===== src/rtl/mux_scan_ctrl.sv =====
// Scan controller for a downstream 31:1 mux: walks the enabled channels in ascending order and streams each captured sample through a valid/ready port.
// Optional feature: define SCAN_CHECKSUM_EN to add a per-scan checksum of accepted data beats.
module mux_scan_ctrl (
  input  logic        clk,
  input  logic        reset,
  input  logic        start,
  input  logic [30:0] mask,
  input  logic [1:0]  mux_out,
  input  logic        dout_ready,
  output logic [4:0]  sel,
  output logic        dout_valid,
  output logic [1:0]  dout_data,
  output logic [4:0]  dout_chan,
  output logic        busy,
  output logic        done
`ifdef SCAN_CHECKSUM_EN
  ,
  output logic [6:0]  checksum
`endif
);

  typedef enum logic [1:0] {IDLE, SETTLE, EMIT, DONE} state_t;

  state_t      state_reg;
  logic [30:0] mask_q;
  logic [30:0] above;

  // Enabled channels strictly above the current select; the lowest of these is next.
  genvar gi;
  generate
    for (gi = 0; gi < 31; gi++) begin : g_above
      assign above[gi] = mask_q[gi] && (sel < 5'(gi));
    end
  endgenerate

  function automatic logic [4:0] lowest_idx(input logic [30:0] v);
    lowest_idx = 5'd0;
    for (int i = 30; i >= 0; i--) begin
      if (v[i]) lowest_idx = i[4:0];
    end
  endfunction

  always_ff @(posedge clk or posedge reset) begin
    if (reset) begin
      state_reg  <= IDLE;
      mask_q     <= '0;
      sel        <= '0;
      dout_valid <= 1'b0;
      dout_data  <= '0;
      dout_chan  <= '0;
      busy       <= 1'b0;
      done       <= 1'b0;
`ifdef SCAN_CHECKSUM_EN
      checksum   <= '0;
`endif
    end else begin
      done <= 1'b0;
      case (state_reg)
        IDLE: begin
          if (start) begin
            mask_q <= mask;
            busy   <= 1'b1;
`ifdef SCAN_CHECKSUM_EN
            checksum <= '0;
`endif
            if (|mask) begin
              sel       <= lowest_idx(mask);
              state_reg <= SETTLE;
            end else begin
              state_reg <= DONE;
            end
          end
        end
        SETTLE: begin
          // The mux has had one full cycle to follow sel; sample it now.
          dout_data  <= mux_out;
          dout_chan  <= sel;
          dout_valid <= 1'b1;
          state_reg  <= EMIT;
        end
        EMIT: begin
          if (dout_ready) begin
            dout_valid <= 1'b0;
`ifdef SCAN_CHECKSUM_EN
            checksum <= checksum + 7'(dout_data);
`endif
            if (|above) begin
              sel       <= lowest_idx(above);
              state_reg <= SETTLE;
            end else begin
              state_reg <= DONE;
            end
          end
        end
        DONE: begin
          // The pulse is registered on the way out, so it lands in the first idle cycle.
          done      <= 1'b1;
          busy      <= 1'b0;
          state_reg <= IDLE;
        end
        default: state_reg <= IDLE;
      endcase
    end
  end

endmodule

===== config.mk =====
export PLATFORM = sky130hd
export DESIGN_NAME = mux_scan_ctrl
export DESIGN_NICKNAME = d
export VERILOG_FILES = /design/src/rtl/mux_scan_ctrl.sv
export SDC_FILE = /design/constraint.sdc
export NUM_CORES = 1
export LEC_CHECK = 0
export CAP_MARGIN = 10
export CORE_MARGIN = 3
export CORE_UTILIZATION = 27
export CTS_CLUSTER_SIZE = 14
export DETAILED_ROUTE_END_ITERATION = 12
export GPL_ROUTABILITY_DRIVEN = 0
export HOLD_SLACK_MARGIN = 0.12
export PLACE_DENSITY = 0.49
export SLEW_MARGIN = 5
export SYNTH_ARGS = -nofsm -noshare
export SYNTH_HDL_FRONTEND = slang
export SYNTH_SLANG_ARGS = --single-unit

===== constraint.sdc =====
create_clock -name clk -period 2.8 [get_ports clk]
set_clock_uncertainty 0.1 [all_clocks]
set_input_delay 0.28 -clock clk [delete_from_list [all_inputs] [get_ports clk]]
set_output_delay 0.28 -clock clk [all_outputs]
set_load 0.02 [all_outputs]

# After elaboration in Yosys (flattened, before gate mapping)
# Index checks and enable logic that the tools add are counted.
[op_classes]
div = 0
multipliers = 0
n_eq_ne = 7
magnitude_cmp = 31
n_shift = 0
add_sub_neg = 0
n_mux = 77
reduce_logical = 42
bitwise = 0
[op_table]
columns = ["operator", "count"]
rows = [
  ["two-way mux 5 bit", 66],
  ["< comparator 5 bit, second input constant", 15],
  ["OR reduction 31 bit", 2],
  ["< comparator 5 x 4 -> 1 bit, second input constant", 8],
  ["logical AND 1 bit", 31],
  ["< comparator 5 x 3 -> 1 bit, second input constant", 4],
  ["< comparator 5 x 1 -> 1 bit, second input constant", 2],
  ["< comparator 5 x 2 -> 1 bit, second input constant", 2],
  ["one-hot mux 5 bit (2 select lines)", 1],
  ["two-way mux 2 bit", 4],
  ["inequality test 2 bit, second input constant", 4],
  ["one-hot mux 2 bit (4 select lines)", 1],
  ["AND reduction 2 bit", 4],
  ["nonzero test 2 bit", 3],
  ["AND reduction 5 bit", 1],
  ["equality test 2 bit, second input constant", 2],
  ["one-hot mux 1 bit (2 select lines)", 2],
  ["two-way mux 1 bit", 3],
  ["equality test 2 x 1 -> 1 bit, second input constant", 1],
  ["zero test 2 bit", 1],
]
[word_totals]
latchBits = 0
output_inout_bits = 15
word_cells = 165
input_bits = 37
mem_bits_ro = 0
ram_bits = 0
n_memories = 0
reg_bits = 48

# Logic depth before layout (Yosys ltp)
[depth]
depth_word = 36
ltp_mapped = 10
ltp_nobuf = 7

# Worst setup path before layout
# No wires, ideal clock.
[synth_path]
path_type = "reg-to-reg"
startpoint = "reg sel[4]"
endpoint = "reg sel[3]"
setup_ns = 0.125
period_less_slack_ns = 2.267
setup_slack_ns = 0.533
stages_incl_launch_ff = 9
path_buffers = 2
t_required_ns = 2.575
arrival_ns = 2.042
cell_sequence = "dfrtp_1 > buf_4 > nand2_2 > o31ai_2 > o21ai_1 > nor4_4 > a211o_1 > buf_6 > mux2_4"
[synth_between]
elab_chain_cells = 36
word_cells_on_any_way = 99
cone_classes = "31 x order compare; 1 x eq/ne; 34 x mux; 33 x reduce/logical"
[synth_lines]
columns = ["item", "line", "source"]
rows = [
  ["start: declaration", "10", "output logic [4:0] sel,"],
  ["start signal: assignment", "67", "sel <= lowest_idx(mask);"],
  ["start signal: assignment", "88", "sel <= lowest_idx(above);"],
  ["< comparator 5 bit", "32", "assign above[gi] = mask_q[gi] && (sel < 5'(gi));"],
  ["logical AND 1 bit", "32", ""],
  ["two-way mux 5 bit (31 in series)", "39", "if (v[i]) lowest_idx = i[4:0];"],
  ["two-way mux 5 bit", "87", "if (|above) begin"],
  ["two-way mux 5 bit", "82", "if (dout_ready) begin"],
  ["one-hot mux 5 bit (2 select lines)", "58", "case (state_reg)"],
]
# Several ways; a longest one is shown, not always the timed one. The select of a mux whose other input is x is not followed.
# A chain may end at the register's enable or synchronous reset.

# Worst setup path in the final report
[layout_path]
startpoint = "reg sel[2]"
endpoint = "reg sel[3]"
# The elaborated chain is that of the path after synthesis.

==> out/qor.csv <==
metric,value,unit
finalWirelength,9987,microns
avgSynthCellArea,8.909,sq um
dp_hpwl,7978,microns
fin_util,36.62,%
yosys-top-cells-area,"dfrtp_1, mux2_2, a21oi_1",
setup_violations,0,
rsz0062_at_grt,no,
setup-tns-final,0,ps
syn-cell-area,0.003252,sq mm
clock-root-buffer,clkbuf_16,
gr-total-overflow,0,
die_h,115.7,microns
cts.clk_slew.worst_paths,70,ps
start_util,28.00,%
critPathKind,flop to flop,
synth_top_area_cell,dfrtp_1,
cts_tree,done,
nets,477,
area_growth,30.78,%
path_cells,"nor3_2, nor2_1, o311ai_2, nor4_2, a211o_1, mux2_4",
hold_viol,0,
holdCritPathClass,input port to async pin,
drive_gt1_share,22.68,%
antennaDiodeCount,0,
fmax,396.7,MHz
num_vias,3147,
critPathBufInv,0,
cap_violations,0,
track_usage,15.48,%
cp_slowest_stage_delay,550,ps
cp_max_fo,13,
rrSetupSlack,280,ps
htreeDepth,2,
synth-seq-area-share,36.17,%
grt_max_degree,34,
status,finished clean,
ys_warn_count,0,
r2r_end,sel[3]$_DFFE_PP0P_,
arrival,2600,ps
synthTopCellsByCount,"dfrtp_1, mux2_2, nand2_1, a21oi_1, nor2_1",
seq_area,0.001177,sq mm
synthCells,365,
synth_seq_cells,47,
clock_latency,290,ps
die-area,0.01340,sq mm
fin_crit,2521,ps
largest_reg_flops,30,
ir_worst_vdd,0.3170,mV
drt-pass1-iter-count,4,
grt_first_pass_wirelength,16360,microns
dp_slack,145.5,ps
crit_path_end_kind,flop,
critPathSlowestCell,dfrtp_1,
period_share,90.03,%
ff2ff_path_depth,6,
synth_ff_type,dfrtp_1,
finalWorstSetupSlack,279.2,ps
synthMostInstantiatedCell,dfrtp_1,
antenna_left,0,
grt_antenna_before_repair,0,
start_kind,flop,
route.detailed.drc,0,
cts_setup_buffers,0,
nFillCells,1222,
top_register,mask_q,
crit_family,compound AO/OA/AOI/OAI gates,
crit_required,2880,ps
powerDensity,927.3,mW/mm^2
via_per_inst,5.389,
drt-initial-drc-count,152,
wl_per_cell,17.10,microns
multiInputGateArea,0.001894,sq mm
yosysTopAreaCellShare,36.17,%
syn_nets,402,
clock-sinks,47,
num_io_pins,52,
cts-buffers-inserted,5,
synth_edf_count,0,
power.total,3944,uW
r2r-start,sel[2]$_DFFE_PP0P_,
port_buffers,51,
synthArstFlopShare,100.0,%
top_regs,"mask_q x30, dout_chan x5, sel x5",
p_leak,0.001692,uW
die_w,115.7,microns
synth_cell_types,63,
slew-limit-headroom,55.27,%
rows,39,
coreArea,0.01161,sq mm
finalMaxSlewViolations,0,
clockBufferDepth,2,
grt_pass1_vias,3084,
worst-slew-pin-transition,669.5,ps
-- cells in the final DEF, fill, tap and decap left out, types with 9 or more instances in the layout --
cell type        count
nand3_1             12
nor2_1              26
inv_1               15
o21ai_0             24
clkdlybuf4s50_1     51
mux2_2              34
a21oi_1             27
nor2b_1             10
nand2_1             28
a211oi_1             9
buf_4               33
dfrtp_1             46
-- metrics by stage --
stage	area [sq um]	hold slack (ps)	cells
floorplan	3252	296.8	365
CTS	4252	283.1	584
detailed placement	4111	384.1	576
global placement	4111	381.3	576
finish	4253	259.6	584
global route	4253	308.7	584
-- power breakdown --
group / leakage, uW / switching (uW) / total (uW) / internal (uW)
sequential: 0.000567 / 347 / 1340 / 989
combinational: 0.00105 / 999 / 2010 / 1010
clock: 0.0000733 / 268 / 594 / 327
-- layer usage --
layer | up-vias | global-route usage, % | share of wire [%]
li1 | 1507 | - | -
met1 | 1510 | 21.40 | 45
met2 | 113 | 24.96 | 47
met3 | 17 | 2.141 | 6.2
met4 | 0 | 5.259 | 2.3
met5 | - | 0 | 0
-- how the worst max path moves through the flow --
| stage | endpoint | cells past startpoint | startpoint | slack [ps] |
|---|---|---|---|---|
| floorplan | sel[3]$_DFFE_PP0P_ | 8 | sel[4]$_DFFE_PP0P_ | 530 |
| global placement | sel[3]$_DFFE_PP0P_ | 6 | mask[5] | 110 |
| detailed placement | sel[3]$_DFFE_PP0P_ | 7 | mask[25] | 150 |
| CTS | sel[3]$_DFFE_PP0P_ | 7 | sel[1]$_DFFE_PP0P_ | 220 |
| global route | sel[2]$_DFFE_PP0P_ | 8 | sel[2]$_DFFE_PP0P_ | 40 |
| finish | sel[3]$_DFFE_PP0P_ | 6 | sel[2]$_DFFE_PP0P_ | 280 |
-- timing repair --
item / CTS / global route
hold buffers: 0 / 0
endpoints found under the setup margin: 0 / 1
resized for setup: 0 / 1
-- area by class of cell --
type                    count  area share, %
clock buffers               5          2.942
multi-input cells         283          44.54
clock inverters             3         0.3530
repair buffers             86          18.77
well taps                 143          4.207
flip-flops and latches     47          27.68
inverters                  17          1.500
-- kinds of logic after synthesis --
kind of cell           share of synthesized area, %
buffers and inverters                         5.579
muxes                                         12.24
and+or+nand+nor                               21.59
AOI/OAI and AO/OA                             24.43
DFF                                           36.17
-- worst reg2reg max path, delay by kind of cell, from the launching register on --
family / cells / cell delay, ps
AND/OR/NAND/NOR: 3 / 680
flip-flops: 1 / 550
multiplexers: 1 / 310
AO/OA/AOI/OAI: 2 / 760
Power figures use the tool's default switching activity.
